## config.mk

```make
export PLATFORM = sky130hd
export DESIGN_NAME = ritc_idelay_eye_scan
export DESIGN_NICKNAME = d
export VERILOG_FILES = /design/src/rtl/ritc_idelay_eye_scan.sv
export SDC_FILE = /design/constraint.sdc
export NUM_CORES = 1
export LEC_CHECK = 0
export ABC_AREA = 1
export BUFFER_PORTS_ARGS = -buffer_cell sky130_fd_sc_hd__clkbuf_2
export CAP_MARGIN = 10
export CORE_ASPECT_RATIO = 0.6
export CORE_MARGIN = 5
export CORE_UTILIZATION = 50
export DETAILED_ROUTE_END_ITERATION = 10
export MAX_ROUTING_LAYER = met4
export PLACE_DENSITY = 0.71
export SETUP_SLACK_MARGIN = 0.5
export SYNTH_ARGS = -nofsm -noshare
export SYNTH_HDL_FRONTEND = slang
export SYNTH_SLANG_ARGS = --single-unit
```

## constraint.sdc

```tcl
create_clock -name user_clk_i -period 3.35 [get_ports user_clk_i]
set_input_delay 1.005 -clock user_clk_i [delete_from_list [all_inputs] [get_ports user_clk_i]]
set_output_delay 1.005 -clock user_clk_i [all_outputs]
set_load 0.005 [all_outputs]
```

## src/rtl/ritc_idelay_eye_scan.sv

```systemverilog
// rtl/ritc_idelay_eye_scan.sv - per-bit IDELAY eye-scan sequencer
//
// Sweeps the delay tap of one (channel, bit) from 0 to 31. Each tap is
// written, allowed to settle, then sampled for pattern-checker errors. The
// longest contiguous run of good taps is located, and its centre is written
// back as the final delay.
//
// Ports:
//   user_clk_i    sole clock
//   user_rst_n_i  asynchronous active-low reset
//   start_i       1-cycle scan start (ignored while busy_o)
//   abort_i       1-cycle scan abandon (wins over start_i)
//   ch_i, bit_i   target channel / bit, latched on start_i
//   err_i         checker error strobe, one per errored cycle
//   dly_wr_o      1-cycle delay-write strobe
//   dly_dat_o     {ch, bit, tap}, valid with dly_wr_o
//   sample_o      high during each sample window
//   busy_o        scan in progress
//   done_o        1-cycle completion pulse (not on abort)
//   fail_o        last completed scan found no good tap
//   eye_start_o   first tap of the best run
//   eye_len_o     length of the best run (0..32)
//   center_o      tap applied at completion
module ritc_idelay_eye_scan #(
  parameter int          SETTLE_CYCLES = 16,
  parameter int          SAMPLE_CYCLES = 256,
  parameter logic [15:0] ERR_THRESH    = 16'd0,
  parameter logic [4:0]  DEFAULT_TAP   = 5'd0
) (
  input  logic        user_clk_i,
  input  logic        user_rst_n_i,
  input  logic        start_i,
  input  logic        abort_i,
  input  logic [2:0]  ch_i,
  input  logic [3:0]  bit_i,
  input  logic        err_i,
  output logic        dly_wr_o,
  output logic [11:0] dly_dat_o,
  output logic        sample_o,
  output logic        busy_o,
  output logic        done_o,
  output logic        fail_o,
  output logic [4:0]  eye_start_o,
  output logic [5:0]  eye_len_o,
  output logic [4:0]  center_o
);

  localparam logic [15:0] SETTLE_LAST = 16'(SETTLE_CYCLES - 1);
  localparam logic [15:0] SAMPLE_LAST = 16'(SAMPLE_CYCLES - 1);

  typedef enum logic [2:0] {
    S_IDLE,
    S_LOAD,
    S_SETTLE,
    S_SAMPLE,
    S_EVAL,
    S_APPLY,
    S_DONE
  } state_t;

  state_t      state;
  logic [2:0]  ch_q;
  logic [3:0]  bit_q;
  logic [4:0]  tap;
  logic [15:0] cnt;
  logic [15:0] errcnt;
  logic [5:0]  run_len;
  logic [4:0]  run_start;
  logic [5:0]  best_len;
  logic [4:0]  best_start;

  // Evaluation of the just-sampled tap, used only in S_EVAL.
  logic       good;
  logic       close_run;
  logic [5:0] cand_len;
  logic [4:0] cand_start;
  logic [5:0] best_len_n;
  logic [4:0] best_start_n;
  logic [5:0] run_len_n;
  logic [4:0] run_start_n;

  // Centre of a run, rounded down; best_start + len/2 never exceeds 31.
  function automatic logic [4:0] calc_center(input logic [5:0] len,
                                             input logic [4:0] st);
    logic [5:0] sum;
    sum = {1'b0, st} + {1'b0, len[5:1]};
    if (len == 6'd0) begin
      return DEFAULT_TAP;
    end
    return sum[4:0];
  endfunction

  always_comb begin
    good         = (errcnt <= ERR_THRESH);
    close_run    = !good || (tap == 5'd31);
    // The run as it stands after this tap: extended if good, unchanged if bad.
    cand_len     = good ? (run_len + 6'd1) : run_len;
    cand_start   = (good && (run_len == 6'd0)) ? tap : run_start;
    best_len_n   = best_len;
    best_start_n = best_start;
    // Strictly longer only, so ties keep the lowest-start run.
    if (close_run && (cand_len > best_len)) begin
      best_len_n   = cand_len;
      best_start_n = cand_start;
    end
    run_len_n   = close_run ? 6'd0 : cand_len;
    run_start_n = cand_start;
  end

  always_ff @(posedge user_clk_i or negedge user_rst_n_i) begin
    if (!user_rst_n_i) begin
      state       <= S_IDLE;
      ch_q        <= 3'd0;
      bit_q       <= 4'd0;
      tap         <= 5'd0;
      cnt         <= 16'd0;
      errcnt      <= 16'd0;
      run_len     <= 6'd0;
      run_start   <= 5'd0;
      best_len    <= 6'd0;
      best_start  <= 5'd0;
      dly_wr_o    <= 1'b0;
      dly_dat_o   <= 12'd0;
      sample_o    <= 1'b0;
      busy_o      <= 1'b0;
      done_o      <= 1'b0;
      fail_o      <= 1'b0;
      eye_start_o <= 5'd0;
      eye_len_o   <= 6'd0;
      center_o    <= 5'd0;
    end else if (abort_i && (state != S_IDLE)) begin
      // Leave the delay at the last tap written and keep reported results.
      state    <= S_IDLE;
      dly_wr_o <= 1'b0;
      sample_o <= 1'b0;
      busy_o   <= 1'b0;
      done_o   <= 1'b0;
    end else begin
      case (state)
        S_IDLE: begin
          if (start_i && !abort_i) begin
            state      <= S_LOAD;
            ch_q       <= ch_i;
            bit_q      <= bit_i;
            tap        <= 5'd0;
            cnt        <= 16'd0;
            errcnt     <= 16'd0;
            run_len    <= 6'd0;
            run_start  <= 5'd0;
            best_len   <= 6'd0;
            best_start <= 5'd0;
            fail_o     <= 1'b0;
            busy_o     <= 1'b1;
            // Outputs are registered, so the LOAD strobe is set on entry.
            dly_wr_o   <= 1'b1;
            dly_dat_o  <= {ch_i, bit_i, 5'd0};
          end
        end

        S_LOAD: begin
          dly_wr_o <= 1'b0;
          cnt      <= 16'd0;
          state    <= S_SETTLE;
        end

        S_SETTLE: begin
          if (cnt == SETTLE_LAST) begin
            cnt      <= 16'd0;
            sample_o <= 1'b1;
            state    <= S_SAMPLE;
          end else begin
            cnt <= cnt + 16'd1;
          end
        end

        S_SAMPLE: begin
          if (err_i && (errcnt != 16'hFFFF)) begin
            errcnt <= errcnt + 16'd1;
          end
          if (cnt == SAMPLE_LAST) begin
            cnt      <= 16'd0;
            sample_o <= 1'b0;
            state    <= S_EVAL;
          end else begin
            cnt <= cnt + 16'd1;
          end
        end

        S_EVAL: begin
          run_len    <= run_len_n;
          run_start  <= run_start_n;
          best_len   <= best_len_n;
          best_start <= best_start_n;
          dly_wr_o   <= 1'b1;
          if (tap == 5'd31) begin
            // The APPLY strobe must carry the centre of the post-update best run.
            dly_dat_o <= {ch_q, bit_q, calc_center(best_len_n, best_start_n)};
            state     <= S_APPLY;
          end else begin
            tap       <= tap + 5'd1;
            errcnt    <= 16'd0;
            dly_dat_o <= {ch_q, bit_q, tap + 5'd1};
            state     <= S_LOAD;
          end
        end

        S_APPLY: begin
          dly_wr_o    <= 1'b0;
          eye_start_o <= best_start;
          eye_len_o   <= best_len;
          center_o    <= calc_center(best_len, best_start);
          fail_o      <= (best_len == 6'd0);
          done_o      <= 1'b1;
          state       <= S_DONE;
        end

        S_DONE: begin
          done_o <= 1'b0;
          busy_o <= 1'b0;
          state  <= S_IDLE;
        end

        default: begin
          state    <= S_IDLE;
          dly_wr_o <= 1'b0;
          sample_o <= 1'b0;
          busy_o   <= 1'b0;
          done_o   <= 1'b0;
        end
      endcase
    end
  end

endmodule

```

==> flow_summary.ini, run 1 <==
[run_status]
status = finished, final reports clean

[synthesis]
yosysWarnings = 0
syn_avg_cell_area_sq_um = 7.72
synth_cell_types = 43
syn_nets = 802
synthesis.area_sq_um = 5930
ys_ff_latch = 102
ys_seq_area_share_pct = 43.1
synth_enable_flop_cells = 0
ys.flop_type = dfrtp_1
synthCells = 768
synth-async-reset-ratio_pct = 100

[global_routing]
grtUsageTotal_pct = 23.4
grt_max_degree = 68
antenna_found_initial = 0
grt_pass1_vias = 5079
grt_pass1_wl_um = 25500
gr-total-overflow = 0

[detailed_routing]
routedWlPerCell_um = 15.3
detail-route-antenna-nets = 0
num_vias = 5457
drtIter0Drc = 510
wl_um = 15700
drc = 0
avgViaCountPerCell = 5.35
dr.pass1.iters = 6

[cells_and_area]
nNetsFinal = 889
fin_area_sq_um = 7400
num_antenna_cells = 0
syn2layout_area_growth_pct = 24.9
n_fill_cell = 946
final-seq-area_sq_um = 2550
drive_gt1_share_pct = 26.7
multi_input_area_sq_um = 3220

[clock_tree]
cts_sinks = 102
cts_inserted_buffers = 9
clkLatencyLatePin_ps = 360
cts_root_buffer = clkbuf_16
path_clk_slew_ps = 80
clockBufferDepth = 2
cts_tree = built
h-tree-depth = 3

[run]
maxCapViolations = 0

[floorplanning]
core_sq_um = 11400
fp-row-count = 30
die_h_um = 94.3
die_w_um = 151
fp.dieArea_sq_um = 14200
io_pins = 45
start_util_pct = 51.8

[sta]
tightest_slew_ps = 742
relSlewSlack_pct = 50.5
fmax_mhz = 310
rsz0062_at_grt = true
finalSetupViolations = 0
skew_ps = 9.94
hold_viol = 0
drv_slew = 0
fin_setup_tns_ps = 0
period_share_pct = 96.4
post-route-min-period_ps = 3230

[worst_setup_path]
crit_path_start_kind = flip-flop
crit_path_end_kind = flip-flop
arrival_ps = 3480
crit_fanout = 7
crit_type = reg2reg
required_ps = 3610

[power]
power_leakage_uw = 0.00360
ir_worst_vdd_v = 0.000572
p_total_uw = 7330
cellPowerDensity_nw_per_um2 = 990

[place]
place_congestion = 0.904
io_buffers = 44
hpwl_um = 11300
dpl-instance-area_sq_um = 6560

[worst_hold_path]
hp-class = reg2reg
[cell families after synthesis]
logic type      share of synthesized area (%)
xor+xnor                                 1.92
fa+ha+maj                                4.77
buf+inv                                  8.87
simple gates                             28.1
compound gates                           13.2
flops                                    43.1
[area by class of cell]
cell class              instances  area share [%]
clock inverters                 7            1.10
inverters                     119            6.17
well taps                     160            2.70
clock buffers                   9            3.04
flip-flops and latches        102            34.5
repair buffers                 90            8.98
multi-input cells             533            43.5
[power breakdown]
group / total [uW] / internal (uW) / switching, uW / leakage, uW
Sequential: 1730 / 1520 / 209 / 0.00136
Combinational: 4530 / 1840 / 2690 / 0.00210
Clock: 1060 / 537 / 528 / 0.000150
Total: 7330 / 3900 / 3430 / 0.00360
[cells in the final DEF (no fill, tap or decap), drive strengths merged]
cell type,n
nand2,200
inv,122
dfrtp,102
nor2,82
o21ai,81
clkbuf,52
buf,47
nand3,36
a21oi,35
ha,21
nor3,19
o22ai,18
nand4,12
xor2,8
xnor2,5
clkinv,4
nor4,3
a31oi,2
o31ai,2
a22o,2
a22oi,1
nor3b,1
a21o,1
o211ai,1
a311oi,1
or2,1
fa,1
[layer usage]
layer	wire length, um	vias up	GRT usage (%)
li1	-	2677	-
met1	7640	2543	34.1
met2	6460	216	32.8
met3	1390	21	6.70
met4	162	0	4.19
met5	0	-	-
[registers in the layout (all words and copies together) (netlist names), 6 cells and up]
name,flops
cnt,16
errcnt,16
dly_dat_o,12
best_len,6
eye_len_o,6
run_len,6
[Yosys cell counts, types with 2 or more instances]
| cell | count | area share (%) |
|---|---|---|
| nand2_1 | 190 | 12 |
| nand2_4 | 4 | 0.76 |
| buf_6 | 2 | 0.38 |
| o21ai_2 | 4 | 0.59 |
| o21ai_0 | 68 | 5.7 |
| nor3_1 | 16 | 1.4 |
| nand3_1 | 31 | 2.6 |
| ha_1 | 21 | 4.4 |
| nor4_1 | 3 | 0.32 |
| o22ai_1 | 18 | 1.9 |
| nor3_2 | 2 | 0.34 |
| dfrtp_1 | 102 | 43 |
| inv_1 | 106 | 6.7 |
| a31oi_1 | 2 | 0.21 |
| xnor2_1 | 5 | 0.74 |
| xor2_1 | 8 | 1.2 |
| o31ai_1 | 2 | 0.25 |
| nor2_1 | 61 | 3.9 |
| nand4_1 | 11 | 1.2 |
| nand3_2 | 3 | 0.51 |
| clkbuf_1 | 11 | 0.70 |
| o21ai_1 | 9 | 0.76 |
| a22o_1 | 2 | 0.30 |
| inv_2 | 11 | 0.70 |
| nand2_2 | 6 | 0.63 |
| nor2_2 | 9 | 0.95 |
| a21oi_1 | 35 | 3.0 |
| nand3_4 | 2 | 0.59 |
| nor2_4 | 10 | 1.9 |
[path summary, 6_finish.rpt]
check	from	endpoint	slack [ps]	depth (start not counted)
worst max-delay path	errcnt[1]	dly_dat_o[3]	120	27
worst min-delay path	dly_dat_o[3]	dly_dat_o[3]	480	2
worst max register to register	errcnt[1]	dly_dat_o[3]	120	27
worst min register to register	dly_dat_o[3]	dly_dat_o[3]	480	2
max in group asynchronous	user_rst_n_i	dly_dat_o[1]	2010	2
min in group asynchronous	user_rst_n_i	errcnt[5]	620	1
[stage by stage]
stage / hold WS [ps] / cells / util, % / worst slack [ps]
floorplan: 448 / 768 / - / 332
global placement: 464 / 976 / 57.3 / 38.6
detailed placement: 470 / 976 / 57.3 / -33.3
CTS: 490 / 1012 / 63.1 / 146
global route: 520 / 1020 / 64.7 / -66.3
finish: 479 / 1020 / 64.7 / 121
[worst max-delay path, cell delays in order, from the launching register on]
cell and delay [ps]:
dfrtp_1 400, inv_2 90, ha_4 150, nand2_4 50, nor2_4 130, nand2_4 80, buf_6 140, o21ai_4 130
inv_2 60, ha_4 270, nand2_2 50, nand2_2 50, nand2_2 60, nand3_4 90, nand3_4 150, buf_4 200
buf_16 120, buf_4 130, nand2_1 50, nand2_1 90, nand2_1 80, nand2_1 50, o21ai_1 150, nand2_1 80
nand3_2 70, nand2_1 60, nand2_2 80, nand2_1 50
[timing repair]
action	in CTS	in global routing
cloned	4	0
setup endpoints to repair	5	9
buffers inserted	16	8
resized for setup	31	31
pin swaps	19	24
hold buffers	0	0
Power figures use the tool's default switching activity.
==> inputs of run 2 (changes only) <==
--- a/config.mk
+++ b/config.mk
@@ -6,14 +6,14 @@
 export NUM_CORES = 1
 export LEC_CHECK = 0
 export ABC_AREA = 1
-export BUFFER_PORTS_ARGS = -buffer_cell sky130_fd_sc_hd__clkbuf_2
 export CAP_MARGIN = 10
 export CORE_ASPECT_RATIO = 0.6
 export CORE_MARGIN = 5
 export CORE_UTILIZATION = 50
 export DETAILED_ROUTE_END_ITERATION = 10
+export DONT_BUFFER_PORTS = 1
 export MAX_ROUTING_LAYER = met4
-export PLACE_DENSITY = 0.71
+export PLACE_DENSITY = 0.68
 export SETUP_SLACK_MARGIN = 0.5
 export SYNTH_ARGS = -nofsm -noshare
 export SYNTH_HDL_FRONTEND = slang
==> run 2 against run 1 <==
Compared with the run above: hold slack got worse by 130 ps; first-iteration DRC count decreased by 26%; cell count decreased by 4.4%; worst setup slack got worse by 6.8 ps; via count decreased by 4.8%; combinational power decreased by 11%; register-to-register slack about the same; die area unchanged; non-clock buffer count decreased by 44; critical path type unchanged; largest cell class unchanged.
==> flow_summary.ini, run 2 (synthesized netlist as in run 1, its figures left out) <==
[detailed_routing]
num_vias = 5196
avgViaCountPerCell = 5.33
drc = 0
dr.pass1.iters = 5
detail-route-antenna-nets = 0
drtIter0Drc = 375
routedWlPerCell_um = 15.8
wl_um = 15400

[floorplanning]
io_pins = 45
core_sq_um = 11400
fp.dieArea_sq_um = 14200
die_w_um = 151
fp-row-count = 30
die_h_um = 94.3
start_util_pct = 51.8

[power]
p_comb_share_pct = 58.6
cellPowerDensity_nw_per_um2 = 970
sw_frac_of_total_pct = 47.3
p_int_uw = 3650
clkPwrFrac_pct = 15.7
sequentialPowerShare_pct = 25.7
p_total_uw = 6910
ir_worst_vdd_v = 0.000548
power_leakage_uw = 0.00339
p_sw_uw = 3270

[place]
dpl-instance-area_sq_um = 6370
dp_cells = 937
io_buffers = 0
preCtsSetupSlack_ps = 25.2
place_congestion = 0.896
hpwl_um = 11300

[worst_setup_path]
slowest_stage = dfrtp_1
crit_start = errcnt[0]
rr_worst_depth = 29
r2r-start = errcnt[0]
required_ps = 3600
cp_common_cell = nand2_2
max_stage_delay_ps = 400
crit_path_end_kind = flip-flop
crit_type = reg2reg
crit_fanout = 7
crit_path_start_kind = flip-flop
arrival_ps = 3490

[cells_and_area]
n_fill_cell = 990
final_common_cell = nand2_1
final-seq-area_sq_um = 2550
largest_registers = cnt x16, errcnt x16, dly_dat_o x12
multi_input_area_sq_um = 3200
fin_area_sq_um = 7120
drive_gt1_share_pct = 22.6
syn2layout_area_growth_pct = 20.2
layout_common_cells = nand2_1 (161), dfrtp_1 (101), inv_1 (97)
num_antenna_cells = 0
nNetsFinal = 844
fin_cells = 975

[clock_tree]
h-tree-depth = 3
cts_root_buffer = clkbuf_16
cts_inserted_buffers = 9
cts_sinks = 102
clockBufferDepth = 2
clkLatencyLatePin_ps = 350
holdBufCountCts = 0
path_clk_slew_ps = 80
cts_tree = built

[sta]
drv_slew = 0
fin_setup_tns_ps = 0
relSlewSlack_pct = 50.8
setup_ws_ps = 115
skew_ps = 9.80
post-route-min-period_ps = 3240
fmax_mhz = 309
period_share_pct = 96.6
hold_viol = 0
tightest_slew_ps = 737
finalSetupViolations = 0
rsz0062_at_grt = true

[global_routing]
grt_pass1_vias = 4796
antenna_found_initial = 0
grt_pass1_wl_um = 24600
grtUsageTotal_pct = 22.7
grt_max_degree = 103
gr-total-overflow = 0

[run]
maxCapViolations = 0

[worst_hold_path]
hp-class = in2async

[run_status]
status = finished, final reports clean
## run 2: final timing paths
kind | slack [ps] | to
min in group user_clk_i | 490 | bit_q[1]
max in group asynchronous | 2820 | eye_len_o[1]
setup reg to reg | 110 | dly_dat_o[4]
hold / removal | 340 | errcnt[14]
setup / recovery | 110 | dly_dat_o[4]
hold reg to reg | 490 | bit_q[1]
## run 2: repair_timing
action | in CTS | in global routing
gates resized for setup | 7 | 49
setup buffers | 9 | 12
pin swaps | 4 | 40
gates cloned | 0 | 1
setup endpoints to repair | 5 | 6
## run 2: power groups by stage
stage	clock network (uW)	logic [uW]	registers [uW]
global placement	0	3100	1790
CTS	1100	3350	1780
finish	1080	4050	1780
floorplan	0	2350	1730
detailed placement	0	3170	1810
global route	1140	4470	1820
## run 2: through the flow
step | hold WS [ps] | util (%)
2_1_floorplan | 448 | -
3_3_place_gp | 464 | 55.6
3_5_place_dp | 472 | 55.6
4_1_cts | 331 | 59.2
5_1_grt | 330 | 62.2
6_report | 345 | 62.2
## run 2: layer usage
layer	global-route usage (%)	part of all wire (%)	routed length, um
met5	-	0	0
met4	4.57	0.85	131
met3	6.17	6.9	1070
met2	31.3	42	6510
met1	33.4	50	7700
## run 2: critical path: cells and delay by family, from the launching register on
family	cells	cell delay (ps)
adders and majority gates	3	550
DFF	1	400
and+or+nand+nor	21	1780
buffers and inverters	5	370
## run 2: layout make-up
class                   count  share of cell area, %
inverters                 119                   6.34
clock inverters             7                   1.28
flip-flops and latches    102                   35.9
multi-input cells         532                   45.0
repair buffers             46                   5.55
well taps                 160                   2.81
clock buffers               9                   3.16
==> inputs of run 3 (changes only) <==
--- a/config.mk
+++ b/config.mk
@@ -18,3 +18,4 @@
 export SYNTH_ARGS = -nofsm -noshare
 export SYNTH_HDL_FRONTEND = slang
 export SYNTH_SLANG_ARGS = --single-unit
+export TNS_END_PERCENT = 20
==> constraint.sdc (replaced) <==
create_clock -name user_clk_i -period 3.35 [get_ports user_clk_i]
set_input_delay 0 -clock user_clk_i [delete_from_list [all_inputs] [get_ports user_clk_i]]
set_output_delay 0 -clock user_clk_i [all_outputs]
set_load 0.005 [all_outputs]
==> run 3 against run 2 <==
Compared with the run above: critical path depth is 2 higher; register-to-register slack barely moved; via count rose by 2.1%; sequential cell count stayed put; worst setup slack better by 8.1 ps; routed wire length grew 1.6%; clock power is essentially flat.
==> flow_summary.ini, run 3 (synthesized netlist as in run 1, its figures left out) <==
[floorplanning]
io_pins = 45
die_h_um = 94.3
core_sq_um = 11400
fp-row-count = 30
fp.dieArea_sq_um = 14200
start_util_pct = 51.8
die_w_um = 151

[power]
cellPowerDensity_nw_per_um2 = 998
p_comb_share_pct = 60.5
sw_frac_of_total_pct = 48.5
p_int_uw = 3710
clkPwrFrac_pct = 14.9
p_sw_uw = 3490
power_leakage_uw = 0.00343
sequentialPowerShare_pct = 24.6
ir_worst_vdd_v = 0.000528

[global_routing]
antenna_found_initial = 0
gr-total-overflow = 0
grt_pass1_wl_um = 26200
grt_max_degree = 103
grtUsageTotal_pct = 24.1
grt_pass1_vias = 5131

[sta]
rsz0062_at_grt = true
period_share_pct = 96.3
drv_slew = 0
skew_ps = 11.8
fmax_mhz = 310
setup_ws_ps = 123
tightest_slew_ps = 747
hold_viol = 0
post-route-min-period_ps = 3230
relSlewSlack_pct = 50.2
finalSetupViolations = 0

[detailed_routing]
wl_um = 15700
avgViaCountPerCell = 5.35
routedWlPerCell_um = 15.8
num_vias = 5306
drtIter0Drc = 485
detail-route-antenna-nets = 0
drc = 0
dr.pass1.iters = 5

[clock_tree]
cts_root_buffer = clkbuf_16
clkLatencyLatePin_ps = 360
cts_tree = built
clockBufferDepth = 2
cts_sinks = 102
h-tree-depth = 3
path_clk_slew_ps = 80
cts_inserted_buffers = 9

[worst_setup_path]
slowest_stage = dfrtp_1
rr_endpoint = dly_dat_o[4]
r2r-start = errcnt[1]
max_stage_delay_ps = 400
arrival_ps = 3480
crit_type = reg2reg
crit_path_start_kind = flip-flop
crit_fanout = 4
crit_path_end_kind = flip-flop
critPathBufInv = 12
rr_worst_depth = 31
critical_path.top_delay_family = buffers and inverters
rrSetupSlack_ps = 120
cp_common_cell = buf_4
required_ps = 3600

[place]
io_buffers = 0
preCtsSetupSlack_ps = -32.5
hpwl_um = 11100
place_congestion = 0.901

[cells_and_area]
final_common_cell = nand2_1
n_fill_cell = 962
utilization_pct = 63.1
syn2layout_area_growth_pct = 21.9
drive_gt1_share_pct = 22.4
num_antenna_cells = 0
multi_input_area_sq_um = 3210
layout_common_cells = nand2_1 (161), dfrtp_1 (101), inv_1 (97)
largest_registers = cnt x16, errcnt x16, dly_dat_o x12
nNetsFinal = 860
final-seq-area_sq_um = 2550

[run]
maxCapViolations = 0

[run_status]
status = finished, final reports clean

[worst_hold_path]
hp-class = in2async
run 3: power by group through the flow:
stage	clock network, uW	registers [uW]	logic, uW
floorplan	0	1730	2350
global placement	0	1790	2960
detailed placement	0	1800	3020
CTS	1100	1770	3950
global route	1150	1820	4800
finish	1070	1770	4360
run 3: worst max-delay path by stage:
stage	cells after the start	startpoint	slack, ps	to
floorplan	28	errcnt[0]	330	dly_dat_o[4]
global placement	23	errcnt[0]	110	dly_dat_o[4]
detailed placement	27	errcnt[0]	-30	dly_dat_o[3]
CTS	31	errcnt[0]	160	dly_dat_o[4]
global route	30	errcnt[11]	-110	dly_dat_o[4]
finish	31	errcnt[1]	120	dly_dat_o[4]
run 3: per-stage QoR:
stage                     hold WS (ps)  instance area [sq um]  setup TNS, ps  total power (uW)  instances
final                              210                   7220              0              7210        991
after global routing               269                   7220           -439              7770        991
after CTS                          272                   7100              0              6820        985
after detailed placement          -292                   6310          -49.1              4820        932
after global placement            -291                   6310              0              4750        932
after floorplan                   -296                   6050              0              4080        768
run 3: metal layers:
| metal | vias to the layer above | part of all wire (%) | wire length [um] | global-route usage (%) |
|---|---|---|---|---|
| met1 | 2517 | 49 | 7680 | 34.5 |
| met2 | 160 | 43 | 6710 | 35.0 |
| met3 | 17 | 7.0 | 1100 | 5.59 |
| li1 | 2612 | - | - | - |
| met5 | - | 0 | 0 | - |
| met4 | 0 | 1.1 | 165 | 5.48 |
run 3: cell type report:
class,instances,share of cell area [%]
clock inverter,7,1.20
timing repair buffer,59,6.94
inverter,119,6.25
clock buffer,9,3.12
sequential,102,35.3
multi-input combinational,535,44.4
tap,160,2.77
run 3: timing repair:
item	CTS	global route
endpoints found under the hold margin	124	0
pin swaps	21	17
setup endpoints to repair	7	16
setup buffers	22	6
hold buffers	12	0
cloned	3	0
gates resized for setup	31	23
